`src/rtl/regfile_mp_if.sv`:
```
// regfile_mp_if: operand read, writeback, issue and scoreboard signals of regfile_mp.
// Read/write address and data buses are flattened: port j lives at [j*W +: W].
interface regfile_mp_if #(
    parameter int XLEN  = 32,
    parameter int NREGS = 32,
    parameter int NRD   = 2,
    parameter int NWR   = 2
);
    localparam int AW = (NREGS > 1) ? $clog2(NREGS) : 1;

    logic [NRD*AW-1:0]   rd_addr;
    logic [NRD*XLEN-1:0] rd_data;
    logic [NRD-1:0]      rd_pending;
    logic [NWR-1:0]      wr_en;
    logic [NWR*AW-1:0]   wr_addr;
    logic [NWR*XLEN-1:0] wr_data;
    logic                iss_en;
    logic [AW-1:0]       iss_addr;
    logic                iss_busy;
    logic                flush;
    logic [AW:0]         pending_cnt;

    // decode/writeback side
    modport master (
        output rd_addr, wr_en, wr_addr, wr_data, iss_en, iss_addr, flush,
        input  rd_data, rd_pending, iss_busy, pending_cnt
    );

    // register file side
    modport slave (
        input  rd_addr, wr_en, wr_addr, wr_data, iss_en, iss_addr, flush,
        output rd_data, rd_pending, iss_busy, pending_cnt
    );
endinterface

```
`src/rtl/regfile_mp.sv`:
```
// regfile_mp: multi-port integer register file with a pending-write scoreboard.
// x0 reads as zero and is never pending; unwritten registers read zero until written.
// Optional feature macro: REGFILE_BYPASS_EN (same-cycle write-to-read forwarding).

// One read port: zero register, stored value gated by valid, optional forwarded value.
module regfile_mp_rdport #(
    parameter int XLEN = 32,
    parameter int AW   = 5
) (
    input  logic [AW-1:0]   addr,
    input  logic [XLEN-1:0] st_data,
    input  logic            st_valid,
    input  logic            st_pend,
    input  logic            byp_hit,
    input  logic [XLEN-1:0] byp_data,
    output logic [XLEN-1:0] data,
    output logic            pend
);
    // forwarded write beats stored state; a forwarded value is by definition not pending
    always_comb begin
        data = '0;
        pend = 1'b0;
        if (addr != '0) begin
            if (byp_hit) begin
                data = byp_data;
            end else begin
                data = st_valid ? st_data : '0;
                pend = st_pend;
            end
        end
    end
endmodule

module regfile_mp #(
    parameter int XLEN  = 32,
    parameter int NREGS = 32,
    parameter int NRD   = 2,
    parameter int NWR   = 2
) (
    input logic         clk,
    input logic         reset,
    regfile_mp_if.slave bus
);
    localparam int AW = (NREGS > 1) ? $clog2(NREGS) : 1;

    logic [XLEN-1:0]               regs [NREGS];
    logic [NREGS-1:0]              valid, valid_nxt;
    logic [NREGS-1:0]              pending, pend_nxt;
    logic [AW:0]                   cnt_q, cnt_nxt;
    logic [NWR-1:0]                wr_eff;
    logic [NWR-1:0][AW-1:0]        wa;
    logic [NWR-1:0][XLEN-1:0]      wd;
    logic [NRD-1:0][XLEN-1:0]      rdata;
    logic [NRD-1:0]                rpend;

    // unpack write ports; writes to x0 are dropped here so nothing downstream sees them
    for (genvar k = 0; k < NWR; k++) begin : g_wr
        assign wa[k]     = bus.wr_addr[k*AW +: AW];
        assign wd[k]     = bus.wr_data[k*XLEN +: XLEN];
        assign wr_eff[k] = bus.wr_en[k] && (wa[k] != '0);
    end

    // next-state scoreboard: writes clear, then flush clears all, else issue sets (issue wins)
    always_comb begin
        valid_nxt = valid;
        pend_nxt  = pending;
        for (int k = 0; k < NWR; k++) begin
            if (wr_eff[k]) begin
                valid_nxt[wa[k]] = 1'b1;
                pend_nxt[wa[k]]  = 1'b0;
            end
        end
        if (bus.flush)
            pend_nxt = '0;
        else if (bus.iss_en && (bus.iss_addr != '0))
            pend_nxt[bus.iss_addr] = 1'b1;
    end

    // popcount of next-state pending, registered alongside the bits it counts
    always_comb begin
        cnt_nxt = '0;
        for (int i = 0; i < NREGS; i++)
            cnt_nxt = cnt_nxt + (AW+1)'(pend_nxt[i]);
    end

    // scoreboard state; reset overrides every same-cycle event
    always_ff @(posedge clk) begin
        if (reset) begin
            valid   <= '0;
            pending <= '0;
            cnt_q   <= '0;
        end else begin
            valid   <= valid_nxt;
            pending <= pend_nxt;
            cnt_q   <= cnt_nxt;
        end
    end

    // data array, no reset; later ports overwrite earlier ones on address collision
    always_ff @(posedge clk) begin
        if (!reset) begin
            for (int k = 0; k < NWR; k++)
                if (wr_eff[k]) regs[wa[k]] <= wd[k];
        end
    end

    for (genvar j = 0; j < NRD; j++) begin : g_rd
        logic [AW-1:0]   ra;
        logic            hit;
        logic [XLEN-1:0] bd;

        assign ra = bus.rd_addr[j*AW +: AW];

`ifdef REGFILE_BYPASS_EN
        // forward the highest-index effective write matching this read address
        always_comb begin
            hit = 1'b0;
            bd  = '0;
            for (int k = 0; k < NWR; k++) begin
                if (wr_eff[k] && (wa[k] == ra)) begin
                    hit = 1'b1;
                    bd  = wd[k];
                end
            end
        end
`else
        assign hit = 1'b0;
        assign bd  = '0;
`endif

        regfile_mp_rdport #(.XLEN(XLEN), .AW(AW)) u_rd (
            .addr     (ra),
            .st_data  (regs[ra]),
            .st_valid (valid[ra]),
            .st_pend  (pending[ra]),
            .byp_hit  (hit),
            .byp_data (bd),
            .data     (rdata[j]),
            .pend     (rpend[j])
        );
    end

    assign bus.rd_data     = rdata;
    assign bus.rd_pending  = rpend;
    assign bus.iss_busy    = pending[bus.iss_addr];
    assign bus.pending_cnt = cnt_q;
endmodule

```
`src/flat_wrapper.sv`:
```
// flat-port wrapper written by rule: the top's interface ports become plain ports
module regfile_mp_flat 
#(
    parameter int XLEN  = 32,
    parameter int NREGS = 32,
    parameter int NRD   = 2,
    parameter int NWR   = 2
)
  (clk, reset, bus_rd_addr, bus_wr_en, bus_wr_addr, bus_wr_data, bus_iss_en, bus_iss_addr, bus_flush, bus_rd_data, bus_rd_pending, bus_iss_busy, bus_pending_cnt);
  regfile_mp_if #(.XLEN(XLEN), .NREGS(NREGS), .NRD(NRD), .NWR(NWR)) bus_i ();
  input logic clk;
  input logic reset;
  input wire logic [$bits(bus_i.rd_addr)-1:0] bus_rd_addr;
  input wire logic [$bits(bus_i.wr_en)-1:0] bus_wr_en;
  input wire logic [$bits(bus_i.wr_addr)-1:0] bus_wr_addr;
  input wire logic [$bits(bus_i.wr_data)-1:0] bus_wr_data;
  input wire logic [$bits(bus_i.iss_en)-1:0] bus_iss_en;
  input wire logic [$bits(bus_i.iss_addr)-1:0] bus_iss_addr;
  input wire logic [$bits(bus_i.flush)-1:0] bus_flush;
  output wire logic [$bits(bus_i.rd_data)-1:0] bus_rd_data;
  output wire logic [$bits(bus_i.rd_pending)-1:0] bus_rd_pending;
  output wire logic [$bits(bus_i.iss_busy)-1:0] bus_iss_busy;
  output wire logic [$bits(bus_i.pending_cnt)-1:0] bus_pending_cnt;
  assign bus_i.rd_addr = bus_rd_addr;
  assign bus_i.wr_en = bus_wr_en;
  assign bus_i.wr_addr = bus_wr_addr;
  assign bus_i.wr_data = bus_wr_data;
  assign bus_i.iss_en = bus_iss_en;
  assign bus_i.iss_addr = bus_iss_addr;
  assign bus_i.flush = bus_flush;
  assign bus_rd_data = bus_i.rd_data;
  assign bus_rd_pending = bus_i.rd_pending;
  assign bus_iss_busy = bus_i.iss_busy;
  assign bus_pending_cnt = bus_i.pending_cnt;
  regfile_mp #(.XLEN(XLEN), .NREGS(NREGS), .NRD(NRD), .NWR(NWR)) u_core (.clk(clk), .reset(reset), .bus(bus_i));
endmodule
```
`config.mk`:
```
export PLATFORM = sky130hd
export DESIGN_NAME = regfile_mp_flat
export DESIGN_NICKNAME = d
export VERILOG_FILES = /design/src/rtl/regfile_mp_if.sv /design/src/rtl/regfile_mp.sv /design/src/flat_wrapper.sv
export SDC_FILE = /design/constraint.sdc
export NUM_CORES = 2
export LEC_CHECK = 0
export BUFFER_PORTS_ARGS = -buffer_cell sky130_fd_sc_hd__buf_2
export CAP_MARGIN = 40
export CORE_MARGIN = 1
export CORE_UTILIZATION = 45
export DETAILED_ROUTE_END_ITERATION = 12
export HOLD_SLACK_MARGIN = 0.1
export PLACE_DENSITY = 0.58
export SYNTH_ARGS = -nofsm -noshare
export SYNTH_HDL_FRONTEND = slang
export SYNTH_SLANG_ARGS = --single-unit
```
`constraint.sdc`:
```
create_clock -name clk -period 15.75 [get_ports clk]
set_input_delay 2.3625 -clock clk [delete_from_list [all_inputs] [get_ports clk]]
set_output_delay 2.3625 -clock clk [all_outputs]
set_load 0.01 [all_outputs]
```
==> metrics <==
slowest CP cell=buf_4; Pre-Repair DR Iteration Count=6; Post-DRT Antenna Nets=0; Fill cells=12300; mean post-synth cell area=14.1 um2; initial antenna violation count=8; CTS tree=done; max-slew violation count=0; GRT overflow=0; placed cell area=0.0691 mm2; vias per cell=6.93; Layout Skew=approximately 0.017 ns; Place WS=6.59 ns; gr usage total=32.8%; Final Cycle Share=58.1%; Core ar.=~0.15 mm2; Worst Path Arrival=6.79 ns; CP endpoint kind=output port; Max transition margin=28.8%; status=completed; layout cells sized above 1=40.0%; Max Freq=109 MHz; clk sinks=1094; Initial Util=45.3%; Max VDD drop=around 0.083 mV; routed length per instance=37.3 um; GPL Wtd Cong=0.852; Clock transition at path regs=0.05 ns; Finish-stage setup viols=0; die area=0.148 mm2; sequential fraction of the synthesis area=48.8%; io pins=168; Final Hold Viols=0; post-layout util=50.3%; Max-Cap Viols=0; CTS root buffer=clkbuf_16; Buffers on Ports=167; final wirelength=around 240 mm; final setup margin=6.59 ns; first-pass GRT wire length=342 mm; post-synthesis register bit count=1094; Area growth syn-to-layout=11.0%; DIE WIDTH=385 um; Distinct cells, synth=53; Worst-Margin Slew=1.07 ns; synthesized instance count=4673; min Tclk post-route=roughly 9.2 ns; RSZ-0062 raised after global routing=no; PwrDens=96.2 mW/mm2; Post-synth top flop=edfxtp_1; cell chain of the critical path=buf_6, buf_4, and2_4, buf_4, buf_4, a221oi_1, a22oi_1, nand3_1, o211a_1, buf_2; post-detail-place hpwl=141 mm; post-route cell area=0.0731 mm2; Tightest Hold Check Type=flip-flop to flip-flop; initial drt markers=5924; Num CTS Buffers=130; Lkg Pwr=roughly 0.026 uW; CP Data Required Time=13.39 ns; fraction of registers with async set/reset=0%; vias=45500; Placement Rows=140; H-tree depth=4; crit path launch type=input pin; CP Max Fanout=48; synthesized area=0.0659 mm2; hold buffers post-CTS=0; TNS Setup=0 ns; maximum clock insertion buffer count=3; clk_lat worst skew=0.77 ns; number of flops mapped to enable cells by yosys=1024; Post-CTS Setup Bufs=0; Nets=4667; vias in the first global route=approximately 44000; DR DRC count=0; largest net degree at the start of global routing=around 110; Slowest Stage Delay on Critical Path=0.76 ns; CP dominant cell by count=buf_4; DIE HEIGHT=385 um; Yosys Warn Count=0; Final Power=7030 uW; post-cts sizing count=0; CP Class=input pin to output port
-- power breakdown --
| group | internal [uW] | total [uW] | switching [uW] | leakage (uW) |
|---|---|---|---|---|
| clock | 1700 | 2950 | 1240 | 0.00197 |
| sequential | 3230 | 3250 | 20.7 | 0.00981 |
| combinational | 335 | 838 | 503 | 0.0138 |
| total | 5260 | 7030 | 1770 | 0.0255 |
-- cell families (layout without fill, tap and decap cells) --
kind of cell	count (synthesis)	count (layout)	share of synthesized area, %
other cells	1	37	0.00569
xor+xnor	2	2	0.0266
flops	1094	1094	48.8
mux	1815	1815	35.1
fa+ha+maj	32	32	0.881
buf+inv	669	603	4.26
compound gates	694	694	7.88
simple gates	366	366	3.07
-- layout make-up --
class / instances / area (um2) / area share (%)
Clock inverter: 53 / 412 / 0.563
Multi-Input combinational cell: 2941 / 31500 / 43.1
Clock buffer: 177 / 3620 / 4.95
Antenna cell: 5 / 12.5 / 0.0171
Inverter: 62 / 238 / 0.325
Tap cell: 1917 / 2400 / 3.28
Sequential cell: 1094 / 32200 / 44.0
Timing Repair Buffer: 311 / 2760 / 3.77
-- stage by stage --
| step | std cells | hold slack, ns |
|---|---|---|
| after global placement | 6275 | 0.443 |
| after global routing | 6560 | 0.477 |
| final | 6560 | 0.462 |
| after detailed placement | 6325 | 0.453 |
| after CTS | 6555 | 0.461 |
| after floorplan | 4704 | 0.428 |
-- state kept, by name (all words and copies together), names as in the netlist --
signal,flops
u_core.pending,32
u_core.bus.pending_cnt,6
u_core.regs,1024
u_core.valid,32
-- worst max-delay path: cells and delay by family --
kind            cells  cell delay, ns
buf+inv             5            2.72
simple gates        2            0.81
compound gates      3            0.73
-- final timing paths --
path	cells past startpoint	start	endpoint	slack (ns)
worst max-delay path	10	bus_rd_addr[2]	bus_rd_data[2]	6.59
worst min register to register	2	u_core.valid[31]	u_core.valid[31]	0.46
worst max register to register	17	u_core.pending[20]	u_core.bus.pending_cnt[4]	10.26
worst min-delay path	2	u_core.valid[31]	u_core.valid[31]	0.46
-- cell usage in the layout, fill, tap and decap left out, drive strengths merged, types with 66 or more instances in the layout --
cell type / count
o211a: 66
clkbuf: 177
nor3b: 69
mux2: 1001
mux2i: 520
edfxtp: 1024
o21ai: 134
a221oi: 192
dfxtp: 70
nor2: 102
a21oi: 100
buf: 311
a22oi: 123
mux4: 294
nand3: 67
-- synth_stat cells, types with 2 or more instances --
master | number | area share, %
a311oi_1 | 2 | 0.027
nand2b_1 | 10 | 0.095
nor2_1 | 102 | 0.58
a32oi_1 | 4 | 0.053
buf_2 | 114 | 0.87
o211a_1 | 66 | 1.0
fa_1 | 24 | 0.73
mux2_1 | 16 | 0.27
a31oi_1 | 2 | 0.019
a221oi_1 | 192 | 2.6
mux2i_1 | 520 | 7.9
buf_1 | 56 | 0.32
clkbuf_1 | 403 | 2.3
and4b_1 | 4 | 0.061
mux2_2 | 985 | 17
buf_4 | 25 | 0.28
buf_6 | 8 | 0.14
and3_1 | 2 | 0.019
or2_2 | 22 | 0.21
edfxtp_1 | 1024 | 47
or4_1 | 2 | 0.023
nor4b_1 | 5 | 0.066
o22ai_1 | 3 | 0.028
or3_1 | 2 | 0.019
o21ai_0 | 134 | 1.0
nor2b_1 | 24 | 0.23
dfxtp_1 | 70 | 2.1
inv_1 | 62 | 0.35
nor4bb_1 | 3 | 0.046
nand2_1 | 29 | 0.17
a22oi_1 | 123 | 1.4
a221o_1 | 64 | 0.97
mux4_2 | 294 | 10
or2_0 | 2 | 0.019
nor3_1 | 8 | 0.061
a21o_1 | 4 | 0.046
a21oi_1 | 100 | 0.76
nor3b_1 | 69 | 0.79
nand3_1 | 67 | 0.51
and2_1 | 7 | 0.066
ha_1 | 8 | 0.15
-- layer usage --
layer	share of wire (%)	GRT usage, %	up-vias
met2	46	51.1	2642
met3	9.2	6.04	559
met5	0	0	-
met1	40	44.4	23900
li1	-	-	18400
met4	4.8	15.1	0
(Power assumes the default switching activity.)
